<file path="config.mk">
export PLATFORM = sky130hd
export DESIGN_NAME = hazard_unit
export DESIGN_NICKNAME = d
export VERILOG_FILES = /design/src/rtl/pipeline_pkg.sv /design/src/rtl/hazard_perf_counter.sv /design/src/rtl/hazard_unit.sv
export SDC_FILE = /design/constraint.sdc
export NUM_CORES = 1
export LEC_CHECK = 0
export BUFFER_PORTS_ARGS = -buffer_cell sky130_fd_sc_hd__buf_2
export CAP_MARGIN = 20
export CORE_ASPECT_RATIO = 1.4
export CORE_MARGIN = 3
export CORE_UTILIZATION = 45
export DETAILED_ROUTE_END_ITERATION = 6
export GPL_ROUTABILITY_DRIVEN = 0
export PLACE_DENSITY_LB_ADDON = 0.25
export SLEW_MARGIN = 20
export SYNTH_ARGS = -nofsm -noshare
export SYNTH_HDL_FRONTEND = slang
export SYNTH_SLANG_ARGS = --single-unit
</file>
<file path="constraint.sdc">
create_clock -name clk -period 5.2 [get_ports clk]
set_input_delay 0.26 -clock clk [delete_from_list [all_inputs] [get_ports clk]]
set_output_delay 0.26 -clock clk [all_outputs]
set_load 0.01 [all_outputs]
</file>
<file path="src/rtl/pipeline_pkg.sv">
// Shared types and constants for the pipeline control logic.
// Holds the hazard FSM state encoding, the hard-wired zero register index and the NOP word.
package pipeline_pkg;

    typedef enum logic {
        StRun,
        StMemWait
    } hazard_state_e;

    localparam logic [4:0]  REG_ZERO  = 5'd0;
    // sll $0, $0, 0 -- what IF/ID holds after a flush
    localparam logic [31:0] NOP_INSTR = 32'h0000_0000;

endpackage

</file>
<file path="src/rtl/hazard_perf_counter.sv">
// Free-running wrap-around event counter with increment enable.
module hazard_perf_counter #(
    parameter int unsigned CNT_W = 32
) (
    input  logic             clk,
    input  logic             rst_n,
    input  logic             inc_en,
    output logic [CNT_W-1:0] count
);

    logic [CNT_W-1:0] cnt_q, cnt_d;

    always_comb begin
        cnt_d = cnt_q;
        if (inc_en) begin
            cnt_d = cnt_q + 1'b1;
        end
    end

    always_ff @(posedge clk or negedge rst_n) begin
        if (!rst_n) begin
            cnt_q <= '0;
        end else begin
            cnt_q <= cnt_d;
        end
    end

    assign count = cnt_q;

endmodule

</file>
<file path="src/rtl/hazard_unit.sv">
// Load-use / memory-wait / branch-flush hazard controller for the 5-stage pipeline.
// Control outputs are combinational from state and inputs; counters and the timeout flag are registered.
module hazard_unit
    import pipeline_pkg::*;
#(
    parameter int unsigned MEM_TIMEOUT = 1023,
    parameter int unsigned CNT_W       = 32
) (
    input  logic             clk,
    input  logic             rst_n,
    input  logic             MemRead_EX,
    input  logic [4:0]       Rt_EX,
    input  logic [4:0]       Rs_ID,
    input  logic [4:0]       Rt_ID,
    input  logic             usesRt_ID,
    input  logic             branchTaken_ID,
    input  logic             memReq_MEM,
    input  logic             memReady_MEM,
    output logic             Hazard,
    output logic             PCWrite,
    output logic             IF_ID_Write,
    output logic             IF_ID_Flush,
    output logic             PipeHold,
    output logic             memTimeout,
    output logic [CNT_W-1:0] stallCycles,
    output logic [CNT_W-1:0] bubbleCount,
    output logic [CNT_W-1:0] flushCount
);

    localparam int unsigned WAIT_W = $clog2(MEM_TIMEOUT + 1);
    localparam logic [WAIT_W-1:0] WAIT_MAX = WAIT_W'(MEM_TIMEOUT);

    hazard_state_e state_q, state_d;
    logic [WAIT_W-1:0] wait_cnt_q, wait_cnt_d;
    logic mem_timeout_q, mem_timeout_d;
    logic load_use, mem_busy;

    assign load_use = MemRead_EX && (Rt_EX != REG_ZERO) &&
                      ((Rt_EX == Rs_ID) || (usesRt_ID && (Rt_EX == Rt_ID)));
    assign mem_busy = memReq_MEM && !memReady_MEM;

    always_ff @(posedge clk or negedge rst_n) begin
        if (!rst_n) begin
            state_q <= StRun;
        end else begin
            state_q <= state_d;
        end
    end

    always_comb begin
        state_d = state_q;
        unique case (state_q)
            StRun:     if (mem_busy) state_d = StMemWait;
            StMemWait: if (memReady_MEM) state_d = StRun;
            default:   state_d = StRun;
        endcase
    end

    // Priority: reset > memory wait > load-use bubble > branch flush
    always_comb begin
        Hazard      = 1'b0;
        PCWrite     = 1'b1;
        IF_ID_Write = 1'b1;
        IF_ID_Flush = 1'b0;
        PipeHold    = 1'b0;
        if (!rst_n) begin
            Hazard      = 1'b1;
            PCWrite     = 1'b0;
            IF_ID_Write = 1'b0;
        end else if ((state_q == StMemWait) || mem_busy) begin
            PipeHold    = 1'b1;
            PCWrite     = 1'b0;
            IF_ID_Write = 1'b0;
        end else if (load_use) begin
            Hazard      = 1'b1;
            PCWrite     = 1'b0;
            IF_ID_Write = 1'b0;
        end else if (branchTaken_ID) begin
            IF_ID_Flush = 1'b1;
        end
    end

    // Consecutive MEM_WAIT cycles, saturating; the flag is sticky until reset
    always_comb begin
        wait_cnt_d = '0;
        if (state_q == StMemWait) begin
            wait_cnt_d = (wait_cnt_q == WAIT_MAX) ? wait_cnt_q : wait_cnt_q + 1'b1;
        end
        mem_timeout_d = mem_timeout_q || (wait_cnt_d == WAIT_MAX);
    end

    always_ff @(posedge clk or negedge rst_n) begin
        if (!rst_n) begin
            wait_cnt_q    <= '0;
            mem_timeout_q <= 1'b0;
        end else begin
            wait_cnt_q    <= wait_cnt_d;
            mem_timeout_q <= mem_timeout_d;
        end
    end

    assign memTimeout = mem_timeout_q;

    hazard_perf_counter #(
        .CNT_W (CNT_W)
    ) u_stall_cnt (
        .clk    (clk),
        .rst_n  (rst_n),
        .inc_en (!PCWrite),
        .count  (stallCycles)
    );

    hazard_perf_counter #(
        .CNT_W (CNT_W)
    ) u_bubble_cnt (
        .clk    (clk),
        .rst_n  (rst_n),
        .inc_en (Hazard),
        .count  (bubbleCount)
    );

    hazard_perf_counter #(
        .CNT_W (CNT_W)
    ) u_flush_cnt (
        .clk    (clk),
        .rst_n  (rst_n),
        .inc_en (IF_ID_Flush),
        .count  (flushCount)
    );

endmodule

</file>
==> results.cfg, run 1 <==
[run_status]
status = completed

[route]
vias = 4234
initialDrtViolationCount = 163
post_drt_wl_per_cell_um = 16.5
wl_um = 12700
dr.pass1.iters = 4
ant_nets = 0
avgViaCountPerCell = 5.49
drc = 0

[run]
cap_violations = 0

[grt]
grt_pass1_vias = 4141
grtUsageTotal = 0.195
grt_util_met3 = 0.0499
busiest_layer = met2
grt_start_max_net_pins = 86
grt_use_met1 = 0.255
grt_remaining_overflow = 0
grtUsageMet2 = 0.324
grt_pass1_wl_um = 20800
antenna_found_initial = 0

[floorplan]
dieArea_sq_um = 13100
core_area_sq_um = 11400
fp-row-count = 46
die-width_um = 97.5
die_h_um = 134
start_util = 0.463
io_pins = 124

[clock_network]
cts_resized = 0
cts.htree.levels = 3
clkLatencyLatePin_ps = 350
clk_pin_slew_ps = 70
clock_sinks = 108
tritoncts = built
cts_buffers = 9
root_buffer = clkbuf_16
clockBufferDepth = 2
cts_setup_buffers = 0

[sta]
setup-violations-final = 0
fin_tns_setup_ps = 0
timing.slew.headroom = 0.499
rsz0062_at_grt = no
fin_crit_sh = 0.525
fin_skew_ps = 9.14
hold_violations = 0
min_period_ps = 2730
tightest_slew_ps = 752
max_freq_mhz = 366
final-max-slew-violation-count = 0
fin_ws_ps = 2470

[yosys]
yosys_warnings = 0
synth-adder-area-share = 0.00949
synth_area_leaders = dfrtp_1 (51%), xor2_1 (9.5%), xnor2_1 (8.3%)
syn-cell-area_sq_um = 5280
synth_top_area_share = 0.512
yosys.cell_count.top_type = dfrtp_1
async_flop_share = 1.00
synth_ff_type = dfrtp_1
postSynthAreaPerCell_sq_um = 10.5
synth_fp_nets = 528
synth-seq-area-share = 0.512
synth-seq-cells = 108
synth_top_family_by_area = simple AND/OR/NAND/NOR gates
synth_simple_gate_area_share = 0.243
synth-compound-area-share = 0.0230
muxShareOfSynthArea = 0.00806
synthXorXnorAreaFrac = 0.178
synth_edf_count = 0
ys_types = 44
synthTopCellsByCount = dfrtp_1 (108), xor2_1 (57), xnor2_1 (50)
synthCells = 502
synth_top_cell_by_area = dfrtp_1

[critical_path]
startpoint_type = primary input
cp_slowest_stage_delay_ps = 530
cp_num_buf_inv = 5
cp_data_required_time_ps = 4940
crit_path_max_fanout = 28
crit_arrival_ps = 2470
startpoint = rst_n
crit_top_cell = nand2_1
worstPathCellList = dlygate4sd3_1 > buf_4 > nand2_1 > a21o_2 > inv_2 > nand2_1 > inv_1 > buf_2
crit_slowest_cell = dlygate4sd3_1
end_kind = output port
path_class = in2out
critPathTopFamily = buffers and inverters
reg2reg_from = state_q$_DFF_PN0_

[hold_path]
hold_path_class = in2reg
holdCritStartpoint = memReady_MEM

[place]
pre_cts_slack_ps = 2580
hpwlAfterDp_um = 9050
io_buffers = 123

[layout]
drive_gt1_frac = 0.244
antenna_cells = 0
syn_to_final_growth_pct = 20.3
fin_nets = 649
utilization = 0.557

[power_and_ir_drop]
ir_drop_v = 0.000230
p_per_area_nw_per_um2 = 349
power_mw = 2.21
power_leakage_nw = 3.07
[kinds of logic after synthesis]
group	after synthesis
multiplexers	4
flip-flops	108
AO/OA/AOI/OAI	15
buffers and inverters	31
XOR/XNOR	107
adder cells (fa/ha/maj)	4
AND/OR/NAND/NOR	233
[metrics by stage]
step,hold WS (ps),cell area (sq um),instances
5_1_grt,74.3,6340,771
3_3_place_gp,196,6010,755
2_1_floorplan,-35.6,5280,502
6_report,78.5,6340,771
4_1_cts,67.8,6340,771
3_5_place_dp,200,6010,755
[timing repair]
item                                   in CTS  in global routing
hold buffers                                1                  0
setup endpoints to repair                   0                  0
endpoints found under the hold margin      23                  0
[sequential cells by signal, indices dropped and copies added, names as in the netlist]
signal              flops
wait_cnt_q             10
u_stall_cnt.count      32
u_bubble_cnt.count     32
u_flush_cnt.count      32
state_q                 1
memTimeout              1
[metal layers]
metal / vias up / part of all wire / routed length (um)
li1: 2004 / - / -
met1: 2093 / 0.41 / 5250
met2: 124 / 0.51 / 6500
met3: 13 / 0.063 / 796
met4: 0 / 0.013 / 162
met5: - / 0 / 0
[final cells by class]
cell class              count  area (sq um)
clock buffers              11           253
clock inverters             4          72.6
fillers                  1007          5050
inverters                  15          56.3
multi-input cells         363          2430
flip-flops and latches    108          2700
well taps                 144           180
repair buffers            126           647
[cells in the final DEF (no fill, tap or decap), types with 2 or more instances in the layout]
cell,netlist,layout
a21oi_1,2,2
a31oi_1,2,2
and2_1,6,6
and3_1,18,18
and4_1,12,12
buf_2,3,122
buf_4,3,2
bufinv_16,0,2
clkbuf_16,0,9
clkbuf_8,0,2
dfrtp_1,108,108
ha_1,4,4
inv_1,13,13
inv_2,2,2
mux2_2,2,2
mux2i_1,2,2
nand2_1,43,43
nand3_1,29,29
nand4_1,39,39
nor2_1,27,27
nor3_1,33,33
nor3b_1,2,2
nor4_1,13,13
nor4_4,2,2
o21ai_0,2,2
or4_1,2,2
xnor2_1,50,50
xor2_1,57,57
[path summary, 6_finish.rpt]
check | slack [ps] | endpoint | depth (start not counted)
min in group asynchronous | 370 | u_stall_cnt.count[31]$_DFFE_PN0N_ | 2
hold reg to reg | 460 | u_flush_cnt.count[31]$_DFFE_PN0P_ | 1
max in group asynchronous | 3770 | u_flush_cnt.count[16]$_DFFE_PN0P_ | 3
hold / removal | 80 | state_q$_DFF_PN0_ | 2
setup / recovery | 2470 | IF_ID_Flush | 8
setup reg to reg | 2860 | u_flush_cnt.count[1]$_DFFE_PN0P_ | 6
[where the power goes]
group          switching (mW)  internal (mW)  leakage, nW
registers               0.143          0.934         1.38
logic                   0.218          0.171         1.53
clock network           0.301          0.445        0.158
total                   0.662           1.55         3.07
(Power assumes the default switching activity.)
==> run 2, diff against run 1 <==
clock period = 2.45 ns   (was 5.2 ns; I/O delays follow)
==> run 2 against run 1 <==
  * Combinational power up 140%
  * Clock power increased by 82%
  * Via count is 0.14% higher
  * Flip-flop and latch count is the same
  * Non-clock buffer count rose by 11
  * Clock skew fell by 3.1 ps
  * Global-route usage down 0.25 points
  * Worst setup slack worse by 2300 ps
  * Die area unchanged
  * Sequential power rose by 110%
  * Power grew 100%
  * Count of clock-buffer cells in the layout is 2 lower
==> results.cfg, run 2 (synthesis gave the netlist of run 1 again) <==
[clock_network]
cts_setup_buffers = 0
clk_pin_slew_ps = 70
clock_sinks = 108
root_buffer = clkbuf_16
clkLatencyLatePin_ps = 340
cts.htree.levels = 3
cts_buffers = 9
tritoncts = built
cts_resized = 0
clockBufferDepth = 2
hold_buffers = 2

[grt]
grt_remaining_overflow = 0
grtUsageTotal = 0.193
grt_start_max_net_pins = 65
antenna_found_initial = 0
grt_pass1_vias = 4253
grt_pass1_wl_um = 20700

[floorplan]
die_h_um = 134
core_area_sq_um = 11400
die-width_um = 97.5
dieArea_sq_um = 13100
fp-row-count = 46
io_pins = 124
start_util = 0.463

[route]
wl_met2_um = 6530
initialDrtViolationCount = 159
wl_um = 12700
drc = 0
ant_nets = 0
vias = 4240
avgViaCountPerCell = 5.42
post_drt_wl_per_cell_um = 16.2
wl_met1_um = 5340
highest_layer = met4
met3_length_um = 645
dr.pass1.iters = 4

[hold_path]
holdCritStartpoint = memReq_MEM
hold_path_class = in2reg

[sta]
max_freq_mhz = 446
timing.slew.headroom = 0.461
fin_skew_ps = 5.99
setup-violations-final = 0
fin_tns_setup_ps = 0
tightest_slew_ps = 809
min_period_ps = 2240
rsz0062_at_grt = no
holdWs_ps = 18.2
fin_crit_sh = 0.915
final-max-slew-violation-count = 0
hold_violations = 0

[power_and_ir_drop]
ir_drop_v = 0.000485
p_per_area_nw_per_um2 = 704
power_leakage_nw = 3.10

[critical_path]
cp_data_required_time_ps = 2710
crit_path_max_fanout = 6
end_kind = flop
path_class = reg2reg
crit_arrival_ps = 2510
startpoint_type = flop
reg2reg_from = u_bubble_cnt.count[6]$_DFFE_PN0P_
startpoint = u_bubble_cnt.count[6]$_DFFE_PN0P_

[layout]
fin_nets = 660
syn_to_final_growth_pct = 21.4
fill_cells = 1031
drive_gt1_frac = 0.257
layout_commonest_cell = buf_2
antenna_cells = 0
multi_input_area_sq_um = 2430
mostFrequentLayoutCells = buf_2 (122), dfrtp_1 (108), xor2_1 (57)
register_area_sq_um = 2700

[run]
cap_violations = 0

[run_status]
status = completed

[place]
hpwlAfterDp_um = 9170
io_buffers = 123
## run 2: cell count changes in the layout (fill, tap and decap cells not counted), sizes merged
cell | previous run | this run
clkinv | 1 | 4
bufinv | 2 | 0
inv | 15 | 17
clkbuf | 11 | 9
dlygate4sd3 | 1 | 2
buf | 125 | 135
## run 2: cell type report
cell class / instances / share of cell area
Sequential cell: 108 / 0.422
Inverter: 15 / 0.00879
Clock buffer: 9 / 0.0352
Tap cell: 144 / 0.0281
Multi-Input combinational cell: 363 / 0.380
Timing Repair Buffer: 137 / 0.118
Clock inverter: 7 / 0.00801
## run 2: path summary, 6_finish.rpt
path | endpoint | slack [ps] | cells past startpoint
min reg2reg | u_flush_cnt.count[31]$_DFFE_PN0P_ | 470 | 1
max reg2reg | u_bubble_cnt.count[31]$_DFFE_PN0P_ | 210 | 6
max in group asynchronous | u_flush_cnt.count[14]$_DFFE_PN0P_ | 1330 | 3
max | u_bubble_cnt.count[31]$_DFFE_PN0P_ | 210 | 6
min | state_q$_DFF_PN0_ | 20 | 3
min in group asynchronous | wait_cnt_q[1]$_DFF_PN0_ | 130 | 2
## run 2: stage by stage
stage          cells  cell area [sq um]  setup WS, ps  utilization  total power [mW]
2_1_floorplan    502               5280           476            -              2.73
3_3_place_gp     765               6110           282        0.536              3.14
3_5_place_dp     765               6110           223        0.536              3.18
4_1_cts          783               6400           207        0.562              4.55
5_1_grt          783               6400          11.5        0.562              4.75
6_report         783               6400           209        0.562              4.51
## run 2: metal layers
metal,up-vias,GRT usage
met4,0,0.0577
met5,-,0
met3,14,0.0406
met2,112,0.341
met1,2083,0.237
li1,2031,-
## run 2: power by group
part	leakage, nW	switching (mW)	total [mW]	internal [mW]
registers	1.38	0.249	2.23	1.98
logic	1.59	0.525	0.915	0.390
clock network	0.137	0.665	1.36	0.697
total	3.10	1.44	4.51	3.07
## run 2: critical path, stage by stage, from the launching register on
cell and delay, ps:
dfrtp_1 430, nand4_1 190, or4_1 580, nor2_1 270, nand3_1 150, nor4_1 350, xor2_1 190
==> run 3, diff against run 2 <==
--- a/config.mk
+++ b/config.mk
@@ -9,5 +9,7 @@
 export CAP_MARGIN = 20
-export CORE_ASPECT_RATIO = 1.4
+export CELL_PAD_IN_SITES_DETAIL_PLACEMENT = 1
+export CELL_PAD_IN_SITES_GLOBAL_PLACEMENT = 2
+export CORE_ASPECT_RATIO = 2
 export CORE_MARGIN = 3
-export CORE_UTILIZATION = 45
+export CORE_UTILIZATION = 30
 export DETAILED_ROUTE_END_ITERATION = 6
--- a/constraint.sdc
+++ b/constraint.sdc
@@ -3,2 +3,2 @@
 set_output_delay 0.1225 -clock clk [all_outputs]
-set_load 0.01 [all_outputs]
+set_load 0.005 [all_outputs]
==> run 3 against run 2 <==
  * Register-to-register slack barely moved
  * Clock skew rose by 0.91 ps
  * First-iteration DRC count fell by 35%
  * Wire length rose by 26%
  * Critical path type unchanged
  * Final cell count rose by 8.7%
  * Fmax fell by 0.28%
  * Combinational power fell by 4.9%
  * Via count rose by 1.8%
  * Core utilization fell by 18 points
  * Worst hold slack improved by 15 ps
  * Worst setup slack got worse by 6.4 ps
  * Non-clock buffer count rose by 2
==> results.cfg, run 3 (synthesis gave the netlist of run 1 again) <==
[run_status]
status = completed

[critical_path]
cp_data_required_time_ps = 2720
end_kind = flop
startpoint_type = flop
crit_arrival_ps = 2510
path_class = reg2reg
r2r_setup_slack_ps = 200
crit_path_max_fanout = 15

[sta]
tightest_slew_ps = 602
holdWs_ps = 32.8
rsz0062_at_grt = no
timing.slew.headroom = 0.598
fin_crit_sh = 0.917
min_period_ps = 2250
fin_ws_ps = 203
fin_tns_setup_ps = 0
hold_violations = 0
final-max-slew-violation-count = 0
setup-violations-final = 0
max_freq_mhz = 445
fin_skew_ps = 6.90

[clock_network]
cts_buffers = 9
root_buffer = clkbuf_16
clk_pin_slew_ps = 70
tritoncts = built
clkLatencyLatePin_ps = 350
cts.htree.levels = 3
clock_sinks = 108
cts_setup_buffers = 0
clockBufferDepth = 2

[layout]
syn_to_final_growth_pct = 24.5
antenna_cells = 0
mostFrequentLayoutCells = buf_2 (122), dfrtp_1 (108), xor2_1 (57)
multi_input_area_sq_um = 2440
register_area_sq_um = 2700
fill_cells = 1979
layout_commonest_cell = buf_2
fin_nets = 662
drive_gt1_frac = 0.259
final_cell_count_no_fill = 851

[floorplan]
start_util = 0.305
core_area_sq_um = 17300
die_h_um = 194
io_pins = 124
fp-row-count = 68
dieArea_sq_um = 19300
die-width_um = 99.8

[route]
dr.pass1.iters = 4
drc = 0
avgViaCountPerCell = 5.07
post_drt_wl_per_cell_um = 18.7
initialDrtViolationCount = 104
ant_nets = 0
vias = 4315
wl_um = 15900

[place]
io_buffers = 123
pre_cts_slack_ps = 222
dp.cells = 833
hpwlAfterDp_um = 11900

[grt]
antenna_found_initial = 0
grt_start_max_net_pins = 105
grt_pass1_wl_um = 26300
busiest_layer = met2
grt_remaining_overflow = 0
grt_use_met1 = 0.194
grtUsageMet2 = 0.315
grtUsageTotal = 0.172
grt_pass1_vias = 4828
grt_util_met3 = 0.0267

[power_and_ir_drop]
p_per_area_nw_per_um2 = 734
power_leakage_nw = 3.14
ir_drop_v = 0.000380

[hold_path]
hold_path_class = in2reg

[run]
cap_violations = 0
==> run 3: changes by cell type in the layout (fill, tap and decap cells not counted), sizes merged <==
cell,before,now
buf,135,137
clkinv,4,1
inv,17,16
bufinv,0,3
clkbuf,9,10
==> run 3: timing repair <==
item	in CTS	in global routing
hold buffers	2	0
resized for setup	0	1
setup endpoints to repair	0	1
endpoints found under the hold margin	26	0
==> run 3: power by group <==
group	leakage, nW	internal (mW)	switching [mW]
Sequential	1.38	1.98	0.271
Clock	0.163	1.00	0.700
Combinational	1.60	0.403	0.467
==> run 3: routing by layer <==
layer / wire length [um] / vias up
li1: - / 2022
met5: 0 / -
met4: 425 / 0
met1: 5980 / 2160
met3: 662 / 27
met2: 8880 / 106
==> run 3: path summary, 6_finish.rpt <==
path / from / endpoint / cells past startpoint
hold reg to reg: memTimeout$_DFF_PN0_ / memTimeout$_DFF_PN0_ / 2
setup reg to reg: u_flush_cnt.count[5]$_DFFE_PN0P_ / u_flush_cnt.count[30]$_DFFE_PN0P_ / 6
min in group asynchronous: rst_n / u_bubble_cnt.count[3]$_DFFE_PN0P_ / 2
max in group asynchronous: rst_n / u_flush_cnt.count[24]$_DFFE_PN0P_ / 3
setup / recovery: u_flush_cnt.count[5]$_DFFE_PN0P_ / u_flush_cnt.count[30]$_DFFE_PN0P_ / 6
hold / removal: memReq_MEM / state_q$_DFF_PN0_ / 3
==> run 3: layout make-up <==
type / instances / area share
clock buffer: 10 / 0.0349
clock inverter: 6 / 0.0169
inverter: 15 / 0.00857
multi-input combinational: 363 / 0.371
sequential: 108 / 0.411
tap: 210 / 0.0400
timing repair buffer: 139 / 0.117
==> run 3: metrics by stage <==
stage | instance area [sq um] | power (mW) | util
after floorplan | 5280 | 2.66 | -
after global placement | 6200 | 3.12 | 0.359
after detailed placement | 6200 | 3.17 | 0.359
after CTS | 6560 | 4.90 | 0.380
after global routing | 6570 | 5.10 | 0.380
final | 6570 | 4.83 | 0.380
==> run 3: critical path, cell delays in order, from the launching register on <==
cell and delay, ps:
dfrtp_1 470, and4_1 310, and4_2 260, nand3_1 110
a211o_2 440, nor4_1 400, xnor2_1 170
